[src/rtl/encrypt_pipe_elastic_pkg.sv]
// Shared constants and round arithmetic for the elastic encrypt pipeline.
// Width-generic helpers operate on a MAX_DW container and mask down to dw.
package encrypt_pkg;

  localparam int          MAX_DW        = 128;
  localparam logic [31:0] CONST_DEFAULT = 32'h4cfedf05;

  typedef logic [MAX_DW-1:0] word_t;

  function automatic int round_rot(input int r, input int dw);
    return (r + 1) % dw;
  endfunction

  function automatic int key_idx(input int r, input int nk);
    return r % nk;
  endfunction

  // xor with key word, add the constant when x is odd, rotate right
  function automatic word_t enc_round(input word_t x, input word_t kw, input word_t cst,
                                      input int r, input int dw);
    word_t mask;
    word_t a;
    int    rot;
    mask = (dw >= MAX_DW) ? '1 : ((word_t'(1) << dw) - word_t'(1));
    a    = ((x ^ kw) + (x[0] ? cst : '0)) & mask;
    rot  = round_rot(r, dw);
    if (rot == 0) return a;
    return ((a >> rot) | (a << (dw - rot))) & mask;
  endfunction

endpackage

[src/rtl/encrypt_pipe_elastic_if.sv]
// Producer/consumer stream bundle for encrypt_pipe_elastic.
// master = the traffic side (producer + consumer), slave = the pipeline.
interface encrypt_pipe_elastic_if #(
  parameter int DW = 32,
  parameter int NK = 4,
  parameter int TW = 4
);
  logic             in_valid;
  logic             in_ready;
  logic [DW-1:0]    in_data;
  logic [NK*DW-1:0] in_key;
  logic [TW-1:0]    in_tag;
  logic             flush;
  logic             out_valid;
  logic             out_ready;
  logic [DW-1:0]    out_data;
  logic [TW-1:0]    out_tag;
  logic             busy;

  modport master (
    output in_valid, in_data, in_key, in_tag, flush, out_ready,
    input  in_ready, out_valid, out_data, out_tag, busy
  );

  modport slave (
    input  in_valid, in_data, in_key, in_tag, flush, out_ready,
    output in_ready, out_valid, out_data, out_tag, busy
  );
endinterface

[src/rtl/encrypt_pipe_elastic_round_stage.sv]
// One elastic round stage: valid/ready slot whose payload registers load
// only on an accepted advance from upstream.
module encrypt_round_stage
  import encrypt_pkg::*;
#(
  parameter int             DW       = 32,
  parameter int             NK       = 4,
  parameter int             TW       = 4,
  parameter int             KEY_PIPE = 1,
  parameter int             R        = 1,
  parameter logic [DW-1:0]  CST      = '0
) (
  input  logic             clk,
  input  logic             rst,
  input  logic             flush_i,
  input  logic             up_valid_i,
  input  logic [DW-1:0]    up_data_i,
  input  logic [NK*DW-1:0] up_key_i,
  input  logic [TW-1:0]    up_tag_i,
  input  logic [NK*DW-1:0] live_key_i,
  input  logic             dn_ready_i,
  output logic             rdy_o,
  output logic             valid_o,
  output logic [DW-1:0]    data_o,
  output logic [NK*DW-1:0] key_o,
  output logic [TW-1:0]    tag_o
);
  localparam int KI = key_idx(R, NK);

  logic          v_q, v_d, load;
  logic [DW-1:0] data_q, data_d, kw;
  logic [TW-1:0] tag_q;
  logic          unused_keys;

  assign rdy_o  = !v_q || dn_ready_i;
  assign load   = up_valid_i && rdy_o;
  assign kw     = (KEY_PIPE != 0) ? up_key_i[KI*DW +: DW] : live_key_i[KI*DW +: DW];
  assign data_d = DW'(enc_round(word_t'(up_data_i), word_t'(kw), word_t'(CST), R, DW));
  // only one key word per stage is consumed; the rest just pass through
  assign unused_keys = ^{up_key_i, live_key_i};

  always_comb begin
    v_d = v_q;
    if (flush_i)    v_d = 1'b0;
    else if (rdy_o) v_d = up_valid_i;
  end

  always_ff @(posedge clk or posedge rst)
    if (rst) v_q <= 1'b0;
    else     v_q <= v_d;

  always_ff @(posedge clk)
    if (load) begin
      data_q <= data_d;
      tag_q  <= up_tag_i;
    end

  generate
    if (KEY_PIPE != 0) begin : g_key
      logic [NK*DW-1:0] key_q;
      always_ff @(posedge clk)
        if (load) key_q <= up_key_i;
      assign key_o = key_q;
    end else begin : g_key_live
      assign key_o = live_key_i;
    end
  endgenerate

  assign valid_o = v_q;
  assign data_o  = data_q;
  assign tag_o   = tag_q;
endmodule

[src/rtl/encrypt_pipe_elastic.sv]
// Elastic ROUNDS-stage encrypt pipeline: whitening stage 0 plus a chain of
// round stages, collapsing bubbles under backpressure, with flush and busy.
module encrypt_pipe_elastic
  import encrypt_pkg::*;
#(
  parameter int          DW       = 32,
  parameter int          ROUNDS   = 12,
  parameter int          NK       = 4,
  parameter int          TW       = 4,
  parameter int          KEY_PIPE = 1,
  parameter logic [31:0] CONST    = CONST_DEFAULT
) (
  input  logic                   clk,
  input  logic                   rst,
  encrypt_pipe_elastic_if.slave  bus
);
  localparam logic [DW-1:0] CST = DW'(CONST);

  logic [ROUNDS:0]              vld_pipe;
  logic [ROUNDS+1:0]            rdy;
  logic [ROUNDS:0][DW-1:0]      s;
  logic [ROUNDS:0][NK*DW-1:0]   k;
  logic [ROUNDS:0][TW-1:0]      t;

  logic             v0_q, v0_d, acc;
  logic [DW-1:0]    s0_q, s0_d;
  logic [TW-1:0]    t0_q;
  logic             unused_last_key;

  assign rdy[ROUNDS+1] = bus.out_ready;
  assign rdy[0]        = !v0_q || rdy[1];
  assign bus.in_ready  = rdy[0] && !bus.flush;
  assign acc           = bus.in_valid && bus.in_ready;
  assign s0_d          = bus.in_data ^ CST;

  always_comb begin
    v0_d = v0_q;
    if (bus.flush)   v0_d = 1'b0;
    else if (rdy[0]) v0_d = bus.in_valid;
  end

  always_ff @(posedge clk or posedge rst)
    if (rst) v0_q <= 1'b0;
    else     v0_q <= v0_d;

  always_ff @(posedge clk)
    if (acc) begin
      s0_q <= s0_d;
      t0_q <= bus.in_tag;
    end

  generate
    if (KEY_PIPE != 0) begin : g_key0
      logic [NK*DW-1:0] k0_q;
      always_ff @(posedge clk)
        if (acc) k0_q <= bus.in_key;
      assign k[0] = k0_q;
    end else begin : g_key0_live
      assign k[0] = bus.in_key;
    end
  endgenerate

  assign vld_pipe[0] = v0_q;
  assign s[0]        = s0_q;
  assign t[0]        = t0_q;

  generate
    for (genvar r = 1; r <= ROUNDS; r++) begin : g_stage
      encrypt_round_stage #(
        .DW(DW), .NK(NK), .TW(TW), .KEY_PIPE(KEY_PIPE), .R(r), .CST(CST)
      ) u_stage (
        .clk       (clk),
        .rst       (rst),
        .flush_i   (bus.flush),
        .up_valid_i(vld_pipe[r-1]),
        .up_data_i (s[r-1]),
        .up_key_i  (k[r-1]),
        .up_tag_i  (t[r-1]),
        .live_key_i(bus.in_key),
        .dn_ready_i(rdy[r+1]),
        .rdy_o     (rdy[r]),
        .valid_o   (vld_pipe[r]),
        .data_o    (s[r]),
        .key_o     (k[r]),
        .tag_o     (t[r])
      );
    end
  endgenerate

  // the last stage's key has no downstream consumer
  assign unused_last_key = ^k[ROUNDS];

  assign bus.out_valid = vld_pipe[ROUNDS];
  assign bus.out_data  = s[ROUNDS];
  assign bus.out_tag   = t[ROUNDS];
  assign bus.busy      = |vld_pipe;
endmodule
[src/flat_wrapper.sv]
// flat-port wrapper written by rule: the top's interface ports become plain ports
module encrypt_pipe_elastic_flat import encrypt_pkg::*;
#(
  parameter int          DW       = 32,
  parameter int          ROUNDS   = 12,
  parameter int          NK       = 4,
  parameter int          TW       = 4,
  parameter int          KEY_PIPE = 1,
  parameter logic [31:0] CONST    = CONST_DEFAULT
)
  (clk, rst, bus_in_valid, bus_in_data, bus_in_key, bus_in_tag, bus_flush, bus_out_ready, bus_in_ready, bus_out_valid, bus_out_data, bus_out_tag, bus_busy);
  encrypt_pipe_elastic_if #(.DW(DW), .NK(NK), .TW(TW)) bus_i ();
  input  logic clk;
  input  logic rst;
  input wire logic [$bits(bus_i.in_valid)-1:0] bus_in_valid;
  input wire logic [$bits(bus_i.in_data)-1:0] bus_in_data;
  input wire logic [$bits(bus_i.in_key)-1:0] bus_in_key;
  input wire logic [$bits(bus_i.in_tag)-1:0] bus_in_tag;
  input wire logic [$bits(bus_i.flush)-1:0] bus_flush;
  input wire logic [$bits(bus_i.out_ready)-1:0] bus_out_ready;
  output wire logic [$bits(bus_i.in_ready)-1:0] bus_in_ready;
  output wire logic [$bits(bus_i.out_valid)-1:0] bus_out_valid;
  output wire logic [$bits(bus_i.out_data)-1:0] bus_out_data;
  output wire logic [$bits(bus_i.out_tag)-1:0] bus_out_tag;
  output wire logic [$bits(bus_i.busy)-1:0] bus_busy;
  assign bus_i.in_valid = bus_in_valid;
  assign bus_i.in_data = bus_in_data;
  assign bus_i.in_key = bus_in_key;
  assign bus_i.in_tag = bus_in_tag;
  assign bus_i.flush = bus_flush;
  assign bus_i.out_ready = bus_out_ready;
  assign bus_in_ready = bus_i.in_ready;
  assign bus_out_valid = bus_i.out_valid;
  assign bus_out_data = bus_i.out_data;
  assign bus_out_tag = bus_i.out_tag;
  assign bus_busy = bus_i.busy;
  encrypt_pipe_elastic #(.DW(DW), .ROUNDS(ROUNDS), .NK(NK), .TW(TW), .KEY_PIPE(KEY_PIPE), .CONST(CONST)) u_core (.clk(clk), .rst(rst), .bus(bus_i));
endmodule
[config.mk]
export PLATFORM = sky130hd
export DESIGN_NAME = encrypt_pipe_elastic_flat
export DESIGN_NICKNAME = d
export VERILOG_FILES = /design/src/rtl/encrypt_pipe_elastic_pkg.sv /design/src/rtl/encrypt_pipe_elastic_if.sv /design/src/rtl/encrypt_pipe_elastic_round_stage.sv /design/src/rtl/encrypt_pipe_elastic.sv /design/src/flat_wrapper.sv
export SDC_FILE = /design/constraint.sdc
export NUM_CORES = 2
export LEC_CHECK = 0
export BUFFER_PORTS_ARGS = -buffer_cell sky130_fd_sc_hd__buf_4
export CORE_MARGIN = 2
export CORE_UTILIZATION = 45
export CTS_CLUSTER_SIZE = 20
export DETAILED_ROUTE_END_ITERATION = 12
export GPL_TIMING_DRIVEN = 0
export HOLD_SLACK_MARGIN = 0.15
export PLACE_DENSITY = 0.65
export SYNTH_ARGS = -nofsm -noshare
export SYNTH_HDL_FRONTEND = slang
export SYNTH_SLANG_ARGS = --single-unit
export TNS_END_PERCENT = 50
[constraint.sdc]
create_clock -name clk -period 13.6 [get_ports clk]
set_input_delay 2.04 -clock clk [delete_from_list [all_inputs] [get_ports clk]]
set_output_delay 2.04 -clock clk [all_outputs]
set_load 0.02 [all_outputs]
* Word level (Yosys, flattened, before mapping)
Index checks and enable logic that the tools add are counted.
** Word-level totals
- Register bits :: 1921
- Output and inout bits :: 39
** Operators by class
- Add/sub/neg operators :: 12
- Mux-type cells :: 38
- Bitwise logic cells :: 25
- Reductions and logical operators :: 55
** Operators by type and width (count)
- 32-bit by 31-bit adder with 32-bit output :: 12
- 32-bit XOR :: 12
- 31-bit two-way mux :: 12
- 19-bit by 32-bit OR with 32-bit output :: 1
- 20-bit by 32-bit OR with 32-bit output :: 1
- 21-bit by 32-bit OR with 32-bit output :: 1
- 22-bit by 32-bit OR with 32-bit output :: 1
- 23-bit by 32-bit OR with 32-bit output :: 1
- 24-bit by 32-bit OR with 32-bit output :: 1
- 25-bit by 32-bit OR with 32-bit output :: 1
- 26-bit by 32-bit OR with 32-bit output :: 1
- 27-bit by 32-bit OR with 32-bit output :: 1
- 28-bit by 32-bit OR with 32-bit output :: 1
- 29-bit by 32-bit OR with 32-bit output :: 1
- 30-bit by 32-bit OR with 32-bit output :: 1
- 1-bit two-way mux :: 26
- 2-bit nonzero test :: 13
- 19-bit NOT :: 1
- 1-bit logical AND :: 14
- 1-bit logical NOT :: 14
- 1-bit logical OR :: 13
- 13-bit OR reduction :: 1

* Longest topological paths before layout
- Depth in word-level cells :: 16
- Gate-level depth with buffers :: 11
- Mapped depth without buffers :: 11

* Hierarchy
Synthesis repeated with hierarchy kept, for this count alone.
** Second synthesis, totals
- Cells, all modules :: 4880
- Area total of the unflattened synthesis :: 84582.4 sq um
** Modules (own cells, without submodules)
- encrypt_round_stage (u_core.g_stage[12].u_stage ...) :: instances 4, cells an instance 405, area each 6678.9 sq um, seq. area each 4949.7 sq um
- encrypt_round_stage (u_core.g_stage[5].u_stage ...) :: instances 2, cells an instance 369, area each 6581.3 sq um, seq. area each 4949.7 sq um
- encrypt_round_stage (u_core.g_stage[9].u_stage) :: instances 1, cells an instance 408, area each 6780.3 sq um, seq. area each 4949.7 sq um
- encrypt_round_stage (u_core.g_stage[11].u_stage) :: instances 1, cells an instance 407, area each 6677.7 sq um, seq. area each 4949.7 sq um
- encrypt_round_stage (u_core.g_stage[7].u_stage) :: instances 1, cells an instance 381, area each 6570.1 sq um, seq. area each 4949.7 sq um
- encrypt_round_stage (u_core.g_stage[4].u_stage) :: instances 1, cells an instance 381, area each 6560.0 sq um, seq. area each 4949.7 sq um
- encrypt_round_stage (u_core.g_stage[10].u_stage) :: instances 1, cells an instance 379, area each 6518.8 sq um, seq. area each 4949.7 sq um
- encrypt_round_stage (u_core.g_stage[8].u_stage) :: instances 1, cells an instance 372, area each 6510.0 sq um, seq. area each 4949.7 sq um
- encrypt_pipe_elastic :: instances 1, cells an instance 194, area each 5087.4 sq um, seq. area each 4949.7 sq um

* Worst setup path before layout
Ideal clock, no wire load.
- Path kind :: in2reg
- Start point :: in bus_out_ready
- End point :: reg u_core.g_stage[2].u_stage.data_q[0] (enable)
- Library setup time :: 0.939 ns
- Arrival time :: 14.793 ns
- Setup slack :: -2.132 ns
- Cell stages on the path :: 7
- Path buffers :: 1
- Cell sequence :: and4b_1 -> and2_1 -> clkbuf_1 -> nand4_1 -> nor2_1 -> and3_1 -> a21boi_0
** Between the ends
- Cells in the longest elaborated chain, start to end :: 12
** RTL lines
- start, declared :: line flat_wrapper.sv:20 : input wire logic [$bits(bus_i.out_ready)-1:0] bus_out_ready;
- 1-bit logical OR (11 in a row) :: line encrypt_pipe_elastic_round_stage.sv:35 : assign rdy_o = !v_q || dn_ready_i;
- 1-bit logical AND :: line encrypt_pipe_elastic_round_stage.sv:36 : assign load = up_valid_i && rdy_o;
- net u_core.g_stage[2].u_stage.load :: line encrypt_pipe_elastic_round_stage.sv:30 : logic v_q, v_d, load;
- end signal, assigned :: line encrypt_pipe_elastic_round_stage.sv:54 : data_q <= data_d;
- end, declared :: line encrypt_pipe_elastic_round_stage.sv:31 : logic [DW-1:0] data_q, data_d, kw;
The timed path passes the listed nets, and every way through them passes these cells.
A chain may end at the register's enable or synchronous reset.

* Final worst setup path
- Start point :: in bus_out_ready
- End point :: out bus_in_ready
** Between the ends
- Cells in the longest elaborated chain, start to end :: 14
** RTL lines
- 1-bit logical OR (12 in a row) :: line encrypt_pipe_elastic_round_stage.sv:35
- 1-bit logical OR :: line encrypt_pipe_elastic.sv:31 : assign rdy[0] = !v0_q || rdy[1];
- 1-bit logical AND :: line encrypt_pipe_elastic.sv:32 : assign bus.in_ready = rdy[0] && !bus.flush;
- end, declared :: line flat_wrapper.sv:21 : output wire logic [$bits(bus_i.in_ready)-1:0] bus_in_ready;
Every way passes these cells.

==> impl_results.md <==
* Post-route insts no fill at 6757
* Slew Viols, Final at 0
* Util after Layout at 0.525
* Yosys Warn Count at 0
* Share of layout cells above drive strength 1 at 0.127
* Endpoints failing setup at 0
* Initial antenna violation count at 0
* Via density at 5.06
* First-pass GRT wire length at a little over 200000 um
* Vert. Die Dim at 402 um
* FP Rows at roughly 150
* 1st-pass router iterations at 6
* Crit path kind: in -> out
* DIE AREA at 0.162 mm^2
* Post-synth EDFFs at around 1800
* Initial core utilization at 0.452
* Status: complete, no violations
* Max Clk Rate at 148 MHz
* Nets at 4945
* Slew headroom at 0.121
* Maxcap violations at 0
* CTS H-tree lvls at 4
* Number of remaining DRC errors at 0
* Worst Path Required at 11560 ps
* Number of global-route vias before repair at ~34000
* Crit Reg-Reg Startpoint: u_core.g_stage[1].u_stage.data_o[0]$_DFFE_PP_
* Worst hold path type: reg -> reg
* Pleak at between 20 and 30 nW
* First DRT Iteration DRCs at between 2000 and 2500
* Reg-to-reg slack, setup at between 8000 and 9000 ps
* Routed length per instance at about 20 um
* Clock tree buffer depth at 3
* Clock skew at between 70 and 80 ps
* Cts repair resizes at 0
* FILL cells at 12400
* Most frequent cells in the layout: 1812 x edfxtp_1, 391 x xor2_1, 327 x xnor2_1
* Hold Buf Count CTS at 0
* # IOs at 208
* FF-to-FF End: u_core.g_stage[2].u_stage.data_o[25]$_DFFE_PP_
* Setup Fix Bufs, Post-CTS at 0
* Critical Path AT at approximately 4700 ps
* CTS tree: done
* DR vias at 34200
* Syn Nets at 4500
* RSZ-0062 raised after global routing: false
* Part of the cycle the worst path needs at 0.497
* CTS buffer count at about 180
* Clock transition at path regs at about 60 ps
* DIE WIDTH at a little over 400 um
* Largest fanout on the critical path at 7
* Crit start category: primary input
* Skew-Pair Late Insertion Delay at ~840 ps
* Max VDD drop at 125 uV
* Crit path capture type: output pin
* Worst hold start: u_core.g_stage[7].u_stage.key_o[100]$_DFFE_PP_
* Total Wirelength at approximately 140000 um
* Layout area overhead at 16.2%
* Core area at about 0.16 mm^2
* P per Cell Area at 141 mW/mm^2
* Synthesis-stage register bit count at 1825
* Grt total ovfl at 0
* Synth Flop Type: edfxtp_1
* Antenna viol nets, final at 0
* Ys async rst share at 0.00712
* Placed Cells at about 6400
* Mapped Area at 0.0714 mm^2
* Post-DP HPWL at slightly above 100000 um
* Routability congestion estimate at 0.885
* Commonest non-fill, non-tap cell in the layout: edfxtp_1
* Endpoints failing hold at 0
* Worst Hold Path EP: u_core.g_stage[8].u_stage.key_o[100]$_DFFE_PP_
* Root Buffer: clkbuf_16
* Post-synthesis sequential area ratio at 0.767
* Hold path cells at 0
* Cells after synthesis at 4091
* Syn avg cell area at around 17 um^2
* GRT Total Usage at 0.170
* Largest net degree at the start of global routing at 70
* Reg2Reg Depth at 10
* Minimum clock period at about 6800 ps
* Clock sink count at 1825
* Unique masters post-synth at just under 90
* Worst Max-Slew Pin Slew at around 1300 ps
* Port buffer count at 207
-- state kept, by name (all words and copies together), names as in the netlist --
register	count
u_core.g_stage.u_stage.key_o	1216
u_core.g_stage.u_stage.tag_o	48
u_core.g_stage.u_stage.valid_o	12
u_core.v0_q	1
u_core.s0_q	32
u_core.t0_q	4
u_core.g_key0.k0_q	128
u_core.g_stage.u_stage.data_o	384
-- synthesized netlist by cell type, types with 13 or more instances --
| library cell | number | area share |
|---|---|---|
| a211oi_1 | 18 | 0.0019 |
| a21o_1 | 54 | 0.0057 |
| a21oi_1 | 174 | 0.012 |
| a31oi_1 | 54 | 0.0047 |
| and2_1 | 38 | 0.0033 |
| and3_1 | 24 | 0.0021 |
| dfrtp_1 | 13 | 0.0046 |
| edfxtp_1 | 1812 | 0.76 |
| ha_1 | 240 | 0.042 |
| inv_1 | 85 | 0.0045 |
| nand2_1 | 161 | 0.0085 |
| nand2b_1 | 19 | 0.0017 |
| nand3_1 | 50 | 0.0035 |
| nand4_1 | 23 | 0.0020 |
| nor2_1 | 160 | 0.0084 |
| nor2b_1 | 26 | 0.0023 |
| nor3_1 | 47 | 0.0033 |
| nor4_1 | 15 | 0.0013 |
| o21a_1 | 20 | 0.0021 |
| o21ai_0 | 41 | 0.0029 |
| o21ai_1 | 35 | 0.0025 |
| o21bai_1 | 32 | 0.0034 |
| o31ai_1 | 15 | 0.0016 |
| or2_2 | 15 | 0.0013 |
| or3_1 | 17 | 0.0015 |
| xnor2_1 | 327 | 0.040 |
| xor2_1 | 391 | 0.048 |
-- per-stage QoR --
step	area [um^2]	hold slack (ps)	power [mW]	TNS, ps	setup slack (ps)
5_1_grt	83000	399	12.1	0	6570
4_1_cts	83000	390	11.8	0	6860
3_5_place_dp	76900	405	6.80	0	6860
2_1_floorplan	71400	400	6.65	-281080	-1710
6_report	83000	397	11.7	0	6840
3_3_place_gp	75600	401	6.81	-2866690	-7730
-- cell type report --
type / instances / area, um^2 / share of cell area
Tap cell: 2072 / 2590 / 0.0312
Clock buffer: 206 / 4620 / 0.0557
Multi-Input combinational cell: 2166 / 16400 / 0.198
Inverter: 85 / 319 / 0.00384
Clock inverter: 125 / 1510 / 0.0181
Antenna cell: 1 / 2.50 / 0.0000302
Sequential cell: 1825 / 54700 / 0.660
Buffer: 15 / 56.3 / 0.000678
Timing Repair Buffer: 262 / 2750 / 0.0331
-- per-layer routing --
| metal | routed length, um | part of all wire | global-route usage | vias up |
|---|---|---|---|---|
| met2 | 67800 | 0.49 | 0.289 | 881 |
| met5 | 0 | 0 | 0 | - |
| met4 | 4930 | 0.036 | 0.0652 | 0 |
| li1 | - | - | - | 16500 |
| met1 | 58200 | 0.42 | 0.219 | 16600 |
| met3 | 6030 | 0.044 | 0.0278 | 263 |
-- cells by family after synthesis --
family | synth area share
DFF | 0.767
xor gates and xnor gates | 0.0889
and+or+nand+nor | 0.0444
AOI/OAI and AO/OA | 0.0522
adders and majority gates | 0.0421
buffers and inverters | 0.00526
muxes | 0.000578
-- worst max-delay path, cell delays in order --
cell and delay [ps]:
buf_4 110, and4b_1 320, and2_1 150, clkbuf_1 400, nand4_1 220, nor2_1 460
and3_1 410, and3_1 310, a21oi_1 110, buf_4 170
-- worst max path at each step --
| stage | startpoint | to | slack [ps] | depth (start not counted) |
|---|---|---|---|---|
| 3_3_place_gp | bus_out_ready | u_core.g_stage[8].u_stage.key_o[60]$_DFFE_PP_ | -7730 | 5 |
| 5_1_grt | bus_out_ready | bus_in_ready | 6570 | 10 |
| 4_1_cts | bus_out_ready | bus_in_ready | 6860 | 10 |
| 6_report | bus_out_ready | bus_in_ready | 6840 | 10 |
| 2_1_floorplan | bus_out_ready | u_core.g_stage[8].u_stage.data_o[0]$_DFFE_PP_ | -1710 | 4 |
| 3_5_place_dp | bus_out_ready | bus_in_ready | 6860 | 10 |
-- where the power goes --
group / total, mW / switching, mW / internal (mW) / leakage, nW
registers: 6.25 / 0.0332 / 6.22 / 16.7
clock network: 5.02 / 2.14 / 2.88 / 2.95
logic: 0.420 / 0.244 / 0.176 / 8.76
No activity file was read; power rests on OpenSTA's default activity.
